<file path="config.mk">
export PLATFORM = sky130hd
export DESIGN_NAME = rptr_empty_ctrl
export DESIGN_NICKNAME = d
export VERILOG_FILES = /design/src/rtl/rptr_empty_ctrl.sv
export SDC_FILE = /design/constraint.sdc
export NUM_CORES = 1
export LEC_CHECK = 0
export CAP_MARGIN = 5
export CORE_UTILIZATION = 46
export CTS_CLUSTER_SIZE = 24
export DETAILED_ROUTE_END_ITERATION = 16
export HOLD_SLACK_MARGIN = 0.15
export PLACE_DENSITY = 0.78
export SLEW_MARGIN = 20
export SYNTH_ARGS = -nofsm -noshare
export SYNTH_HDL_FRONTEND = slang
export SYNTH_SLANG_ARGS = --single-unit
export TNS_END_PERCENT = 10
</file>
<file path="constraint.sdc">
create_clock -name rclk -period 3.11 [get_ports rclk]
set_input_delay 0.622 -clock rclk [delete_from_list [all_inputs] [get_ports rclk]]
set_output_delay 0.622 -clock rclk [all_outputs]
set_load 0.01 [all_outputs]
</file>
<file path="src/rtl/rptr_empty_ctrl.sv">
// Read-side pointer, empty/almost-empty, fill level and underflow tracking for the async FIFO (rclk domain).
// Latency: all outputs registered; a new synchronized write pointer is reflected one rclk edge later.
// Backpressure: reads are ignored while empty and instead set the sticky underflow flag.
module rptr_empty_ctrl #(
    parameter int ADDRSIZE      = 4,
    parameter int AEMPTY_THRESH = 2
) (
    input  logic                rclk,
    input  logic                rrst_n,
    input  logic                rinc,
    input  logic [ADDRSIZE:0]   rq2_wptr,
    input  logic                rclr_uflow,
    output logic [ADDRSIZE-1:0] raddr,
    output logic [ADDRSIZE:0]   rptr,
    output logic                rempty,
    output logic                raempty,
    output logic [ADDRSIZE:0]   rcount,
    output logic                runderflow
);

    localparam logic [ADDRSIZE:0] LP_AE_THRESH = AEMPTY_THRESH[ADDRSIZE:0];

    logic [ADDRSIZE:0] r_bin;
    logic [ADDRSIZE:0] r_gray;
    logic              r_empty;
    logic              r_aempty;
    logic [ADDRSIZE:0] r_count;
    logic              r_uflow;

    logic              w_rd_en;
    logic [ADDRSIZE:0] w_rbinnext;
    logic [ADDRSIZE:0] w_rgraynext;
    logic [ADDRSIZE:0] w_wbin_s;
    logic [ADDRSIZE:0] w_fill;

    assign w_rd_en     = rinc & ~r_empty;
    assign w_rbinnext  = r_bin + {{ADDRSIZE{1'b0}}, w_rd_en};
    assign w_rgraynext = (w_rbinnext >> 1) ^ w_rbinnext;

    // Each binary bit is the XOR of all Gray bits at and above it.
    always_comb begin
        w_wbin_s = '0;
        for (int i = 0; i <= ADDRSIZE; i++) begin
            w_wbin_s[i] = ^(rq2_wptr >> i);
        end
    end

    // Uses the stale synchronized write pointer, so the level can only under-report.
    assign w_fill = w_wbin_s - w_rbinnext;

    always_ff @(posedge rclk or negedge rrst_n) begin
        if (!rrst_n) begin
            r_bin    <= '0;
            r_gray   <= '0;
            r_empty  <= 1'b1;
            r_aempty <= 1'b1;
            r_count  <= '0;
            r_uflow  <= 1'b0;
        end else begin
            r_bin    <= w_rbinnext;
            r_gray   <= w_rgraynext;
            r_empty  <= (w_rgraynext == rq2_wptr);
            r_aempty <= (w_fill <= LP_AE_THRESH);
            r_count  <= w_fill;
            if (rinc && r_empty) begin
                r_uflow <= 1'b1;
            end else if (rclr_uflow) begin
                r_uflow <= 1'b0;
            end
        end
    end

    assign raddr      = r_bin[ADDRSIZE-1:0];
    assign rptr       = r_gray;
    assign rempty     = r_empty;
    assign raempty    = r_aempty;
    assign rcount     = r_count;
    assign runderflow = r_uflow;

endmodule

</file>
==> results of run 1 <==
==> cell usage after synthesis, drive strengths merged <==
master | number | area (um^2)
o211ai | 1 | 7.51
inv | 11 | 41.3
o21ai | 2 | 10.0
or3 | 1 | 6.26
a21bo | 1 | 10.0
a2111oi | 1 | 8.76
xor2 | 13 | 129
nand2b | 1 | 6.26
nor2b | 1 | 6.26
nand2 | 3 | 11.3
xnor2 | 9 | 78.8
ha | 5 | 62.6
nor2 | 3 | 11.3
dfstp | 2 | 52.6
nand4b | 1 | 8.76
clkbuf | 1 | 3.75
a21oi | 1 | 5.00
nor4 | 1 | 6.26
nor3b | 1 | 7.51
nand3 | 4 | 20.0
o41ai | 1 | 8.76
o31ai | 1 | 12.5
dfrtp | 15 | 375
and3 | 1 | 7.51
a21o | 1 | 7.51
==> kinds of logic after synthesis <==
group | share of synthesized area
xor+xnor | 0.230
flops | 0.473
buf+inv | 0.0498
simple gates | 0.101
fa+ha+maj | 0.0692
compound gates | 0.0775
==> layout make-up <==
| cell class | count | share of cell area |
|---|---|---|
| multi-input combinational | 53 | 0.346 |
| sequential | 17 | 0.343 |
| timing repair buffer | 30 | 0.231 |
| inverter | 11 | 0.0331 |
| tap | 25 | 0.0251 |
| clock buffer | 4 | 0.0211 |
==> state kept, by name (all words and copies together), names as in the netlist <==
register	cells
r_bin	5
raempty	1
rcount	5
rempty	1
rptr	4
runderflow	1
==> critical path, delay by kind of cell <==
kind | cells | cell delay [ns]
xor gates and xnor gates | 3 | 0.62
AOI/OAI and AO/OA | 3 | 0.69
adders and majority gates | 2 | 0.40
and+or+nand+nor | 1 | 0.21
buffers and inverters | 2 | 0.59
==> routing by layer <==
| metal | global-route usage | vias to the layer above | wire [um] |
|---|---|---|---|
| met5 | 0 | - | 0 |
| met4 | 0.0706 | 0 | 0 |
| met3 | 0.0510 | 0 | 85 |
| met2 | 0.286 | 22 | 807 |
| met1 | 0.235 | 306 | 760 |
| li1 | - | 331 | - |
==> where the power goes <==
group | total, W | internal, W | switching (W)
logic | 0.000999 | 0.000508 | 0.000491
clock network | 0.000114 | 0.0000497 | 0.0000641
registers | 0.000393 | 0.000345 | 0.0000482
total | 0.00151 | 0.000903 | 0.000603
==> stage by stage <==
| step | hold WS, ns | setup TNS (ns) | instances |
|---|---|---|---|
| floorplan | 0.326 | 0 | 82 |
| global placement | 0.516 | 0 | 136 |
| detailed placement | 0.536 | -0.0597 | 136 |
| CTS | 0.554 | 0 | 140 |
| global route | 0.585 | 0 | 140 |
| finish | 0.538 | 0 | 140 |
==> final timing paths <==
path                                  start    endpoint  slack (ns)  depth (start not counted)
worst max-delay path            rq2_wptr[4]     raempty        0.19                         11
worst min-delay path                 rempty  runderflow        0.54                          2
worst max register to register       rempty     raempty        0.65                         10
worst min register to register       rempty  runderflow        0.54                          2
max in group asynchronous            rrst_n   rcount[1]        1.87                          1
min in group asynchronous            rrst_n    r_bin[0]        0.77                          1
==> impl_metrics.csv, run 1 <==
group,metric,value,unit
layout,num-fill-cells,134,
setup_path,crit_chain,"clkdlybuf4s50_1 -> xor2_2 -> xnor2_1 -> xnor2_1 -> ha_1 -> inv_1 -> ha_1 -> a21o_1 -> a21bo_1 -> o31ai_2 -> nor3b_1",
die,die_x,46.3,um
clock_tree,cts_tree,"built",
routing,avgRoutedWirePerCell,11.8,um
timing,rsz0062_at_grt,"no",
layout,final_util,0.699,
global_route,grt_overflow_total,0,
die,die_area,0.00215,mm^2
pwr,leakage,0.555,nW
die,io_pins,26,
layout,final_common_cell,"clkdlybuf4s50_1",
timing,fin_skew,0.00105,ns
place,pre_cts_ws,-0.0518,ns
timing,tightest_slew,0.744,ns
synthesis,synth-seq-cells,17,
die,fp.dieH,46.3,um
clock_tree,root_buffer,"clkbuf_4",
setup_path,cp-end-kind,"register",
timing,relSlewSlack,0.503,
timing,period_minus_slack,2.92,ns
synthesis,yosysSeqAreaShare,0.473,
timing,finalMaxSlewViolations,0,
run,cap_viol_max_count,0,
setup_path,cp-start-kind,"primary input",
clock_tree,clockBufferDepth,2,
layout,layout.nets,130,
timing,max_freq,342,MHz
setup_path,worstSetupPathType,"in -> reg",
synthesis,syn_area_per_cell,11.0,um^2
routing,vias,659,
layout,multi_input_comb_area,432,um^2
global_route,grt_pass1_wl,2.66,mm
synthesis,syn_area,905,um^2
routing,drc,0,
hold_path,hold_class,"reg -> reg",
die,start_util,0.507,
synthesis,synth_cell_types,26,
place,placed_cell_area,0.00122,mm^2
layout,ff_latch_area,428,um^2
die,rows,15,
global_route,first_global_vias,602,
setup_path,critPathRequiredTime,3.32,ns
layout,area_growth,37.8,%
pwr,power.density,1210,mW/mm^2
place,io_buffers,25,
timing,hold_viol,0,
global_route,antenna_found_initial,0,
timing,fin_crit_sh,0.940,
routing,detail_route.wirelength,1.65,mm
synthesis,synthCells,82,
clock_tree,path_clk_slew,0.09,ns
routing,first_pass_iters,4,
clock_tree,ctsHoldBuffers,0,
layout,fin_area,0.00125,mm^2
clock_tree,cts_sinks,17,
clock_tree,cts_made_buffers,3,
pwr,total_power,0.00151,W
setup_path,cp.arrival,3.13,ns
place,gp_congestion,0.831,
layout,drive_gt1_frac,0.122,
die,core_area,0.00178,mm^2
clock_tree,clkLatencyLatePin,0.28,ns
status,status,"complete, no violations",
setup_path,crit_slowest_cell,"clkdlybuf4s50_1",
routing,ant_nets,0,
clock_tree,htree_num_levels,1,
routing,via_per_inst,4.71,
global_route,track_usage,0.182,
timing,setup_viol,0,
clock_tree,post_cts_buffers,0,
synthesis,ys_warn_count,0,
setup_path,worstPathMaxFanout,4,
setup_path,cpPeakStageDelay,0.54,ns
clock_tree,cts_resized,0,
timing,fin_ws,0.187,ns
layout,insertedDiodeCount,0,
global_route,grt_max_degree,18,
routing,drt-initial-drc-count,5,
layout,final_cell_mix,"clkdlybuf4s50_1, dfrtp_1, inv_1, xor2_1, xnor2_1",
synthesis,synth_nets,96,
place,dp_hpwl,1.23,mm
pwr,ir_worst_vdd,0.000727,V
Note: power is estimated with default switching activity, not from simulation.
==> inputs of run 2 (changes only) <==
Settings changed: CAP_MARGIN 5 to 20.
==> results of run 2 <==
The final DEF is identical to that of run 1; final timing and power are the same.
==> inputs of run 3 (changes only) <==
Settings changed: CTS_BUF_LIST set to sky130_fd_sc_hd__clkbuf_16.
==> run 3 against run 2 <==
Net effect: worst setup slack got worse by 0.014 ns; combinational power hardly changed; non-clock buffer count unchanged; sequential power about the same; clock skew grew 0.00093 ns; core utilization grew 2.9 points.
==> impl_metrics.csv, run 3 (synthesis gave the netlist of run 1 again) <==
group,metric,value,unit
setup_path,cp_top_family,"compound AO/OA/AOI/OAI gates",
timing,period_minus_slack,2.94,ns
place,io_buffers,25,
status,status,"complete, no violations",
layout,drive_gt1_frac,0.122,
clock_tree,path_clk_slew,0.05,ns
clock_tree,clockBufferDepth,2,
timing,relSlewSlack,0.509,
timing,timing.hold.ws,0.531,ns
timing,finalMaxSlewViolations,0,
layout,final_common_cell,"clkdlybuf4s50_1",
die,rows,15,
layout,multi_input_comb_area,432,um^2
layout,ff_latch_area,428,um^2
layout,fin_cells,140,
die,io_pins,26,
setup_path,cpPeakStageDelay,0.54,ns
timing,setup_viol,0,
routing,drc,0,
setup_path,r2r_slack,0.64,ns
routing,detail_route.wirelength,1.63,mm
hold_path,hold_start,"rempty",
setup_path,worstPathMaxFanout,4,
setup_path,worstSetupPathType,"in -> reg",
timing,fin_crit_sh,0.944,
clock_tree,clkLatencyLatePin,0.24,ns
routing,first_pass_iters,4,
routing,vias,680,
clock_tree,cts_tree,"built",
die,core_area,0.00178,mm^2
clock_tree,ctsHoldBuffers,0,
timing,rsz0062_at_grt,"no",
clock_tree,htree_num_levels,1,
clock_tree,post_cts_buffers,0,
setup_path,worst-path-buf-inv,2,
clock_tree,root_buffer,"clkbuf_16",
global_route,first_global_vias,604,
routing,avgRoutedWirePerCell,11.6,um
setup_path,crit_path_start,"rq2_wptr[4]",
layout,insertedDiodeCount,0,
setup_path,crit_slowest_cell,"clkdlybuf4s50_1",
layout,final_cell_mix,"clkdlybuf4s50_1, dfrtp_1, inv_1, xor2_1, xnor2_1",
hold_path,hold_depth,2,
timing,hold_viol,0,
layout,final_util,0.728,
setup_path,rr_worst_depth,10,
setup_path,r2r-start,"rempty",
pwr,power.density,1270,mW/mm^2
global_route,antenna_found_initial,0,
timing,fin_skew,0.00198,ns
setup_path,critPathRequiredTime,3.27,ns
routing,ant_nets,0,
run,cap_viol_max_count,0,
setup_path,cp-start-kind,"primary input",
layout,area_growth,43.6,%
global_route,grt_overflow_total,0,
die,fp.dieH,46.3,um
setup_path,cp-end-kind,"register",
setup_path,path_depth,11,
global_route,track_usage,0.180,
global_route,grt_max_degree,18,
layout,num-fill-cells,123,
global_route,grt_pass1_wl,2.58,mm
routing,drt-initial-drc-count,8,
setup_path,crit_chain,"clkdlybuf4s50_1 -> xor2_2 -> xnor2_1 -> xnor2_1 -> ha_1 -> inv_1 -> ha_1 -> a21o_1 -> a21bo_1 -> o31ai_2 -> nor3b_1",
place,dp.cells,136,
place,dp_hpwl,1.23,mm
layout,layout.nets,130,
timing,tightest_slew,0.734,ns
place,gp_congestion,0.831,
die,die_area,0.00215,mm^2
pwr,ir_worst_vdd,0.000815,V
routing,via_per_inst,4.86,
clock_tree,cts_made_buffers,3,
pwr,leakage,0.582,nW
clock_tree,cts_resized,0,
die,die_x,46.3,um
timing,max_freq,340,MHz
setup_path,cp.arrival,3.10,ns
die,start_util,0.507,
hold_path,hold_class,"reg -> reg",
clock_tree,cts_sinks,17,
==> run 3: changes by cell type in the layout (fill, tap and decap cells not counted), sizes merged <==
cell / delta
inv: +1
clkbuf: -1
==> run 3: worst paths after layout <==
| path | endpoint |
|---|---|
| worst max-delay path | raempty |
| worst min-delay path | runderflow |
| worst max register to register | raempty |
| worst min register to register | runderflow |
| max in group asynchronous | rcount[1] |
| min in group asynchronous | r_bin[0] |
==> run 3: area by class of cell <==
type                       count  share of cell area
clock inverter                 1             0.00289
inverter                      11              0.0318
sequential                    17               0.329
tap                           25              0.0241
clock buffer                   3              0.0578
multi-input combinational     53               0.332
timing repair buffer          30               0.222
==> run 3: worst reg2reg max path, stage by stage, from the launching register on <==
cell     delay, ns
dfstp_2       0.53
nor2b_1       0.05
ha_1          0.20
ha_1          0.24
xor2_2        0.17
buf_4         0.17
xnor2_1       0.24
nor2_1        0.07
a21bo_1       0.23
o31ai_2       0.29
nor3b_1       0.21
==> run 3: per-layer routing <==
layer,share of wire,track usage,wire length (um)
met5,0,0,0
met4,0.022,0.106,36
met3,0.052,0.0510,85
met2,0.47,0.278,758
met1,0.46,0.221,749
==> run 3: per-stage QoR <==
| stage | area, um^2 | worst slack [ns] | TNS (ns) | power (W) |
|---|---|---|---|---|
| final | 1300 | 0.173 | 0 | 0.00164 |
| after global routing | 1300 | 0.0297 | 0 | 0.00177 |
| after CTS | 1300 | 0.176 | 0 | 0.00166 |
| after detailed placement | 1220 | -0.0518 | -0.0597 | 0.00139 |
| after global placement | 1220 | 0.0445 | 0 | 0.00138 |
| after floorplan | 905 | 0.477 | 0 | 0.00101 |
==> run 3: report_power, final <==
| part | switching (W) | internal, W |
|---|---|---|
| combinational | 0.000495 | 0.000509 |
| clock | 0.0000745 | 0.000170 |
| sequential | 0.0000476 | 0.000347 |
